`config.mk`:
```
export PLATFORM = sky130hd
export DESIGN_NAME = mem_port_arbiter
export DESIGN_NICKNAME = d
export VERILOG_FILES = /design/src/rtl/mem_port_arbiter.sv
export SDC_FILE = /design/constraint.sdc
export NUM_CORES = 1
export LEC_CHECK = 0
export CAP_MARGIN = 0
export CORE_AREA = 2 2 133 135
export DETAILED_ROUTE_END_ITERATION = 8
export DIE_AREA = 0 0 135 137
export GPL_ROUTABILITY_DRIVEN = 0
export PLACE_DENSITY = 0.54
export SETUP_SLACK_MARGIN = 0.3
export SYNTH_ARGS = -nofsm -noshare
export SYNTH_HDL_FRONTEND = slang
export SYNTH_SLANG_ARGS = --single-unit
```
`constraint.sdc`:
```
create_clock -name clk -period 3.1 [get_ports clk]
set_input_delay 0.62 -clock clk [delete_from_list [all_inputs] [get_ports clk]]
set_output_delay 0.62 -clock clk [all_outputs]
set_load 0.02 [all_outputs]
```
`src/rtl/mem_port_arbiter.sv`:
```
// Round-robin arbiter sharing one synchronous single-port memory between NREQ requesters,
// with a lock for multi-beat ownership and a lock timeout that forcibly frees the port.
module mem_port_arbiter #(
    parameter int unsigned NREQ     = 3,
    parameter int unsigned AW       = 32,
    parameter int unsigned DW       = 32,
    parameter int unsigned LOCK_MAX = 15
) (
    input  logic               clk,
    input  logic               rst_n,
    input  logic [NREQ-1:0]    req_i,
    input  logic [NREQ-1:0]    lock_i,
    input  logic [NREQ-1:0]    we_i,
    input  logic [NREQ*AW-1:0] addr_i,
    input  logic [NREQ*DW-1:0] wdata_i,
    output logic [NREQ-1:0]    gnt_o,
    output logic [NREQ-1:0]    rvalid_o,
    output logic [DW-1:0]      rdata_o,
    output logic               lock_err_o,
    output logic [AW-1:0]      mem_addr_o,
    output logic [DW-1:0]      mem_wdata_o,
    output logic               mem_wr_o,
    input  logic [DW-1:0]      mem_rdata_i
);

    localparam int unsigned IW = $clog2(NREQ);
    localparam int unsigned CW = $clog2(LOCK_MAX + 1);

    typedef logic [IW-1:0] idx_t;
    typedef enum logic [0:0] {StFree, StOwned} state_e;

    state_e          state_q, state_d;
    idx_t            ptr_q, ptr_d;
    idx_t            owner_q, owner_d;
    idx_t            sel_q, sel_d;
    logic [CW-1:0]   cnt_q, cnt_d;
    logic            lock_err_q, lock_err_d;
    logic [NREQ-1:0] rvalid_q, rvalid_d;

    logic [NREQ-1:0] gnt;
    idx_t            gidx;
    logic            gvalid;
    idx_t            mux_idx;
    int              cand;

    function automatic idx_t inc_wrap(input idx_t i);
        return (i == idx_t'(NREQ - 1)) ? '0 : i + idx_t'(1);
    endfunction

    // Grant: owner-only while locked, otherwise first requester scanning from ptr.
    always_comb begin
        gnt    = '0;
        gidx   = '0;
        gvalid = 1'b0;
        cand   = 0;
        if (state_q == StOwned) begin
            if (req_i[owner_q]) begin
                gvalid = 1'b1;
                gidx   = owner_q;
            end
        end else begin
            for (int k = 0; k < int'(NREQ); k++) begin
                cand = int'(ptr_q) + k;
                if (cand >= int'(NREQ)) begin
                    cand = cand - int'(NREQ);
                end
                if (!gvalid && req_i[idx_t'(cand)]) begin
                    gvalid = 1'b1;
                    gidx   = idx_t'(cand);
                end
            end
        end
        // Nothing may reach the memory while reset is asserted.
        if (!rst_n) begin
            gvalid = 1'b0;
        end
        if (gvalid) begin
            gnt[gidx] = 1'b1;
        end
    end

    // State register.
    always_ff @(posedge clk or negedge rst_n) begin
        if (!rst_n) begin
            state_q    <= StFree;
            ptr_q      <= '0;
            owner_q    <= '0;
            sel_q      <= '0;
            cnt_q      <= '0;
            lock_err_q <= 1'b0;
            rvalid_q   <= '0;
        end else begin
            state_q    <= state_d;
            ptr_q      <= ptr_d;
            owner_q    <= owner_d;
            sel_q      <= sel_d;
            cnt_q      <= cnt_d;
            lock_err_q <= lock_err_d;
            rvalid_q   <= rvalid_d;
        end
    end

    // Next-state logic.
    always_comb begin
        state_d    = state_q;
        ptr_d      = ptr_q;
        owner_d    = owner_q;
        cnt_d      = cnt_q;
        lock_err_d = 1'b0;
        sel_d      = gvalid ? gidx : sel_q;
        rvalid_d   = (gvalid && !we_i[gidx]) ? gnt : '0;
        unique case (state_q)
            StFree: begin
                if (gvalid) begin
                    if (lock_i[gidx]) begin
                        state_d = StOwned;
                        owner_d = gidx;
                        cnt_d   = CW'(1);
                    end else begin
                        ptr_d = inc_wrap(gidx);
                    end
                end
            end
            StOwned: begin
                if (gvalid && !lock_i[owner_q]) begin
                    state_d = StFree;
                    cnt_d   = '0;
                    ptr_d   = inc_wrap(owner_q);
                end else if (cnt_q >= CW'(LOCK_MAX)) begin
                    // Forced release; a beat taken in this cycle still advances the pointer.
                    state_d    = StFree;
                    cnt_d      = '0;
                    lock_err_d = 1'b1;
                    if (gvalid) begin
                        ptr_d = inc_wrap(owner_q);
                    end
                end else if (cnt_q != '1) begin
                    cnt_d = cnt_q + CW'(1);
                end
            end
            default: begin
                state_d = StFree;
            end
        endcase
    end

    // Outputs.
    always_comb begin
        mux_idx     = gvalid ? gidx : sel_q;
        gnt_o       = gnt;
        rvalid_o    = rvalid_q;
        rdata_o     = mem_rdata_i;
        lock_err_o  = lock_err_q;
        mem_addr_o  = addr_i[mux_idx*AW +: AW];
        mem_wdata_o = wdata_i[mux_idx*DW +: DW];
        mem_wr_o    = gvalid & we_i[gidx];
    end

endmodule
```
==> results.py <==
metrics = {
    "yosys": {
        "synthFlopType": "dfrtp_1",
        "synth_top_cell_area_share_pct": 25.50,
        "syn-num-nets": 599,
        "yosys_warnings": 0,
        "synthArstFlopShare_pct": 100.0,
        "netlist_instances": 360,
        "netlist_top_cells_area": "mux2i_1, dfrtp_1, o21ai_1",
        "synth-seq-area-share_pct": 14.06,
        "avgSynthCellArea_um2": 7.413,
        "ys_ff_latch": 15,
        "synth_edf_count": 0,
        "synth.cell_area_um2": 2669,
        "ys_types": 51,
        "synth_area_leader_cell": "mux2i_1",
    },
    "cts": {
        "clock-sinks": 15,
        "clk_latency_ps": 250,
        "h-tree-depth": 1,
        "cts_buffer_depth": 2,
        "cts_made_buffers": 3,
        "hold_buffers": 0,
        "cts_tree": "done",
        "clkTransAtPathRegs_ps": 50,
        "root_buffer": "clkbuf_16",
    },
    "drt": {
        "vias_per_cell": 4.375,
        "wire_per_inst_um": 18.04,
        "dr.pass1.iters": 4,
        "drc": 0,
        "wl_mm": 16.20,
        "vias": 3929,
        "drtIter0Drc": 75,
        "ant_nets": 0,
    },
    "setup_path": {
        "crit_chain": "inv_2 > ha_4 > mux2_4 > a222oi_1 > buf_4 > a31oi_4 > mux2i_4 > buf_12 > buf_12 > buf_6 > mux2i_1 > buf_4 > o21ai_2 > buf_6",
        "worstSetupStartpointType": "flip-flop",
        "endpoint_kind": "output port",
        "cp_data_arrival_time_ps": 2990,
        "crit_path_top_delay_cell": "dfrtp_2",
        "crit_fanout": 6,
        "criticalPathCategory": "flip-flop to output port",
        "crit_required_ps": 2480,
        "max_stage_delay_ps": 440,
        "cpLargestDelayFamily": "buffers and inverters",
        "crit_buf_inv": 7,
    },
    "placement": {
        "place_area_um2": 6030,
        "dp_cells": 850,
        "dp_hpwl_mm": 11.40,
        "io_buffers": 274,
    },
    "finish": {
        "area_delta_synth_final_pct": 180.5,
        "drive_above_1_share_pct": 46.95,
        "final_area_um2": 7485,
        "diodes": 0,
        "fillers": 1627,
        "finish.net_count": 913,
        "fin_cells": 898,
    },
    "global_route": {
        "grt_antenna_before_repair": 1,
        "grt_max_degree": 17,
        "grt_pass1_wl_mm": 22.28,
        "grtUsageTotal_pct": 15.66,
        "grt_pass1_vias": 4049,
        "globalRouteOverflowTotal": 0,
    },
    "timing": {
        "max_slew_margin_pct": 65.37,
        "fin_crit_ps": 3609,
        "rsz0062_at_grt": "true",
        "fin_hold_ws_ps": 547.7,
        "clock.fmax_ghz": 0.2771,
        "setup_viol": 68,
        "worstMarginPinSlew_ps": 512.7,
        "clock-skew-final_ps": 2.053,
        "fin_crit_sh_pct": 116.4,
        "fin_ws_ps": -509.3,
        "slew_viol_final": 0,
        "setup-tns-final_ps": -29870,
        "hold_violations": 0,
    },
    "floorplan": {
        "die-area_um2": 18500,
        "start_util_pct": 15.65,
        "fp-row-count": 48,
        "pin_count": 339,
        "die_height_um": 137,
        "core_um2": 17060,
        "die_w_um": 135,
    },
    "power_and_ir_drop": {
        "p_int_uw": 5459,
        "p_per_area_nw_per_um2": 1332,
        "ir_drop_v": 0.0006087,
        "clkPwrFrac_pct": 2.6,
        "power.switching_uw": 4511,
        "p_comb_share_pct": 93.8,
        "pwr-share-seq_pct": 3.5,
        "cellLeakagePower_uw": 0.003325,
        "netSwitchingFraction_pct": 45.25,
    },
    "outcome": {
        "violations": "setup timing",
        "run_status": "complete, but fails checks",
    },
    "job": {
        "max_cap_violations": 0,
    },
    "worst_hold_path": {
        "hp-class": "flip-flop to flip-flop",
    },
}
## metrics by stage
step / total power (uW) / utilization (%) / setup WS (ps)
after floorplan: 4316 / - / -83.63
after global placement: 6946 / 35.35 / -1062
after detailed placement: 6983 / 35.35 / -1145
after CTS: 9563 / 42.11 / -534.3
after global routing: 10500 / 43.88 / -613.4
final: 9969 / 43.88 / -509.3
## cell families after synthesis
| family | after synthesis | share of synthesized area [%] |
|---|---|---|
| simple gates | 105 | 17.11 |
| compound gates | 97 | 22.36 |
| mux | 73 | 28.18 |
| buf+inv | 66 | 16.41 |
| flops | 15 | 14.06 |
| fa+ha+maj | 4 | 1.875 |
## worst register-to-register path, cell delays in order, from the launching register on
cell and delay (ps):
dfrtp_2 440, inv_2 80, ha_4 160, mux2_4 310
a222oi_1 330, buf_4 190, and4_4 230, o21ai_4 80
buf_4 150, buf_4 120, buf_4 140, o311ai_4 270
nor2_2 90, mux2_1 320
## Yosys cell counts (all sizes together), types with 2 or more instances
library cell / n
buf: 47
and3b: 2
a31oi: 2
nand2: 76
o22ai: 3
inv: 10
nand3b: 3
o21ai: 72
ha: 4
dfrtp: 15
nor3: 3
nand3: 3
clkbuf: 9
a21oi: 2
nor2: 6
nor2b: 5
a32o: 2
a221oi: 2
mux2i: 69
mux2: 4
## timing repair
action                                 CTS  global route
buffers inserted                        24             5
cloned                                  12             3
setup endpoints to repair               76            76
pin swaps                               39            22
resized for setup                      514            45
endpoints found under the hold margin    0             0
## final timing paths
path,from,endpoint,slack [ps],depth (start not counted)
max,ptr_q[1]$_DFFE_PN0P_,mem_wdata_o[15],-510,14
min in group asynchronous,rst_n,owner_q[0]$_DFFE_PN0P_,780,2
min reg2reg,cnt_q[0]$_DFFE_PN0P_,cnt_q[0]$_DFFE_PN0P_,550,1
max reg2reg,ptr_q[1]$_DFFE_PN0P_,ptr_q[0]$_DFFE_PN0P_,80,13
max in group asynchronous,rst_n,ptr_q[1]$_DFFE_PN0P_,2120,2
min,cnt_q[0]$_DFFE_PN0P_,cnt_q[0]$_DFFE_PN0P_,550,1
## power by group through the flow
| stage | Sequential (uW) | Clock [uW] | Combinational, uW |
|---|---|---|---|
| 6_report | 354 | 259 | 9360 |
| 5_1_grt | 367 | 282 | 9850 |
| 4_1_cts | 354 | 271 | 8940 |
| 3_5_place_dp | 355 | 0 | 6630 |
| 3_3_place_gp | 350 | 0 | 6600 |
| 2_1_floorplan | 351 | 0 | 3970 |
## cells in the final DEF, fill, tap and decap left out, drive strengths merged, types with 2 or more instances in the layout
cell / instances
clkdlybuf4s50: 203
buf: 156
nand2: 76
o21ai: 72
mux2i: 69
dfrtp: 15
inv: 10
clkbuf: 6
nor2: 6
nor2b: 5
mux2: 4
ha: 4
nand3b: 3
nor3: 3
dlygate4sd2: 3
o22ai: 3
nand3: 3
a21oi: 2
a32o: 2
and3b: 2
a31oi: 2
a221oi: 2
## sequential cells by signal, summed over array words and instances, names as in the netlist
| register | flops |
|---|---|
| state_q | 1 |
| ptr_q | 2 |
| rvalid_o | 3 |
| sel_q | 2 |
| owner_q | 2 |
| lock_err_o | 1 |
| cnt_q | 4 |
## area by class of cell
type                    instances  area (um^2)  area share [%]
well taps                     225        281.5           3.761
inverters                      10        37.54          0.5015
flip-flops and latches         15        376.6           5.032
multi-input cells             279         2634           35.19
clock buffers                   3        75.07           1.003
repair buffers                365         4075           54.45
clock inverters                 1        5.005         0.06687
## routing by layer
layer / vias up / track usage (%) / wire length (um)
li1: 1891 / - / -
met1: 1844 / 17.96 / 6102
met2: 173 / 29.86 / 8803
met3: 19 / 3.778 / 1077
met4: 2 / 2.431 / 206
met5: - / 0 / 12
No activity file was read; power rests on OpenSTA's default activity.
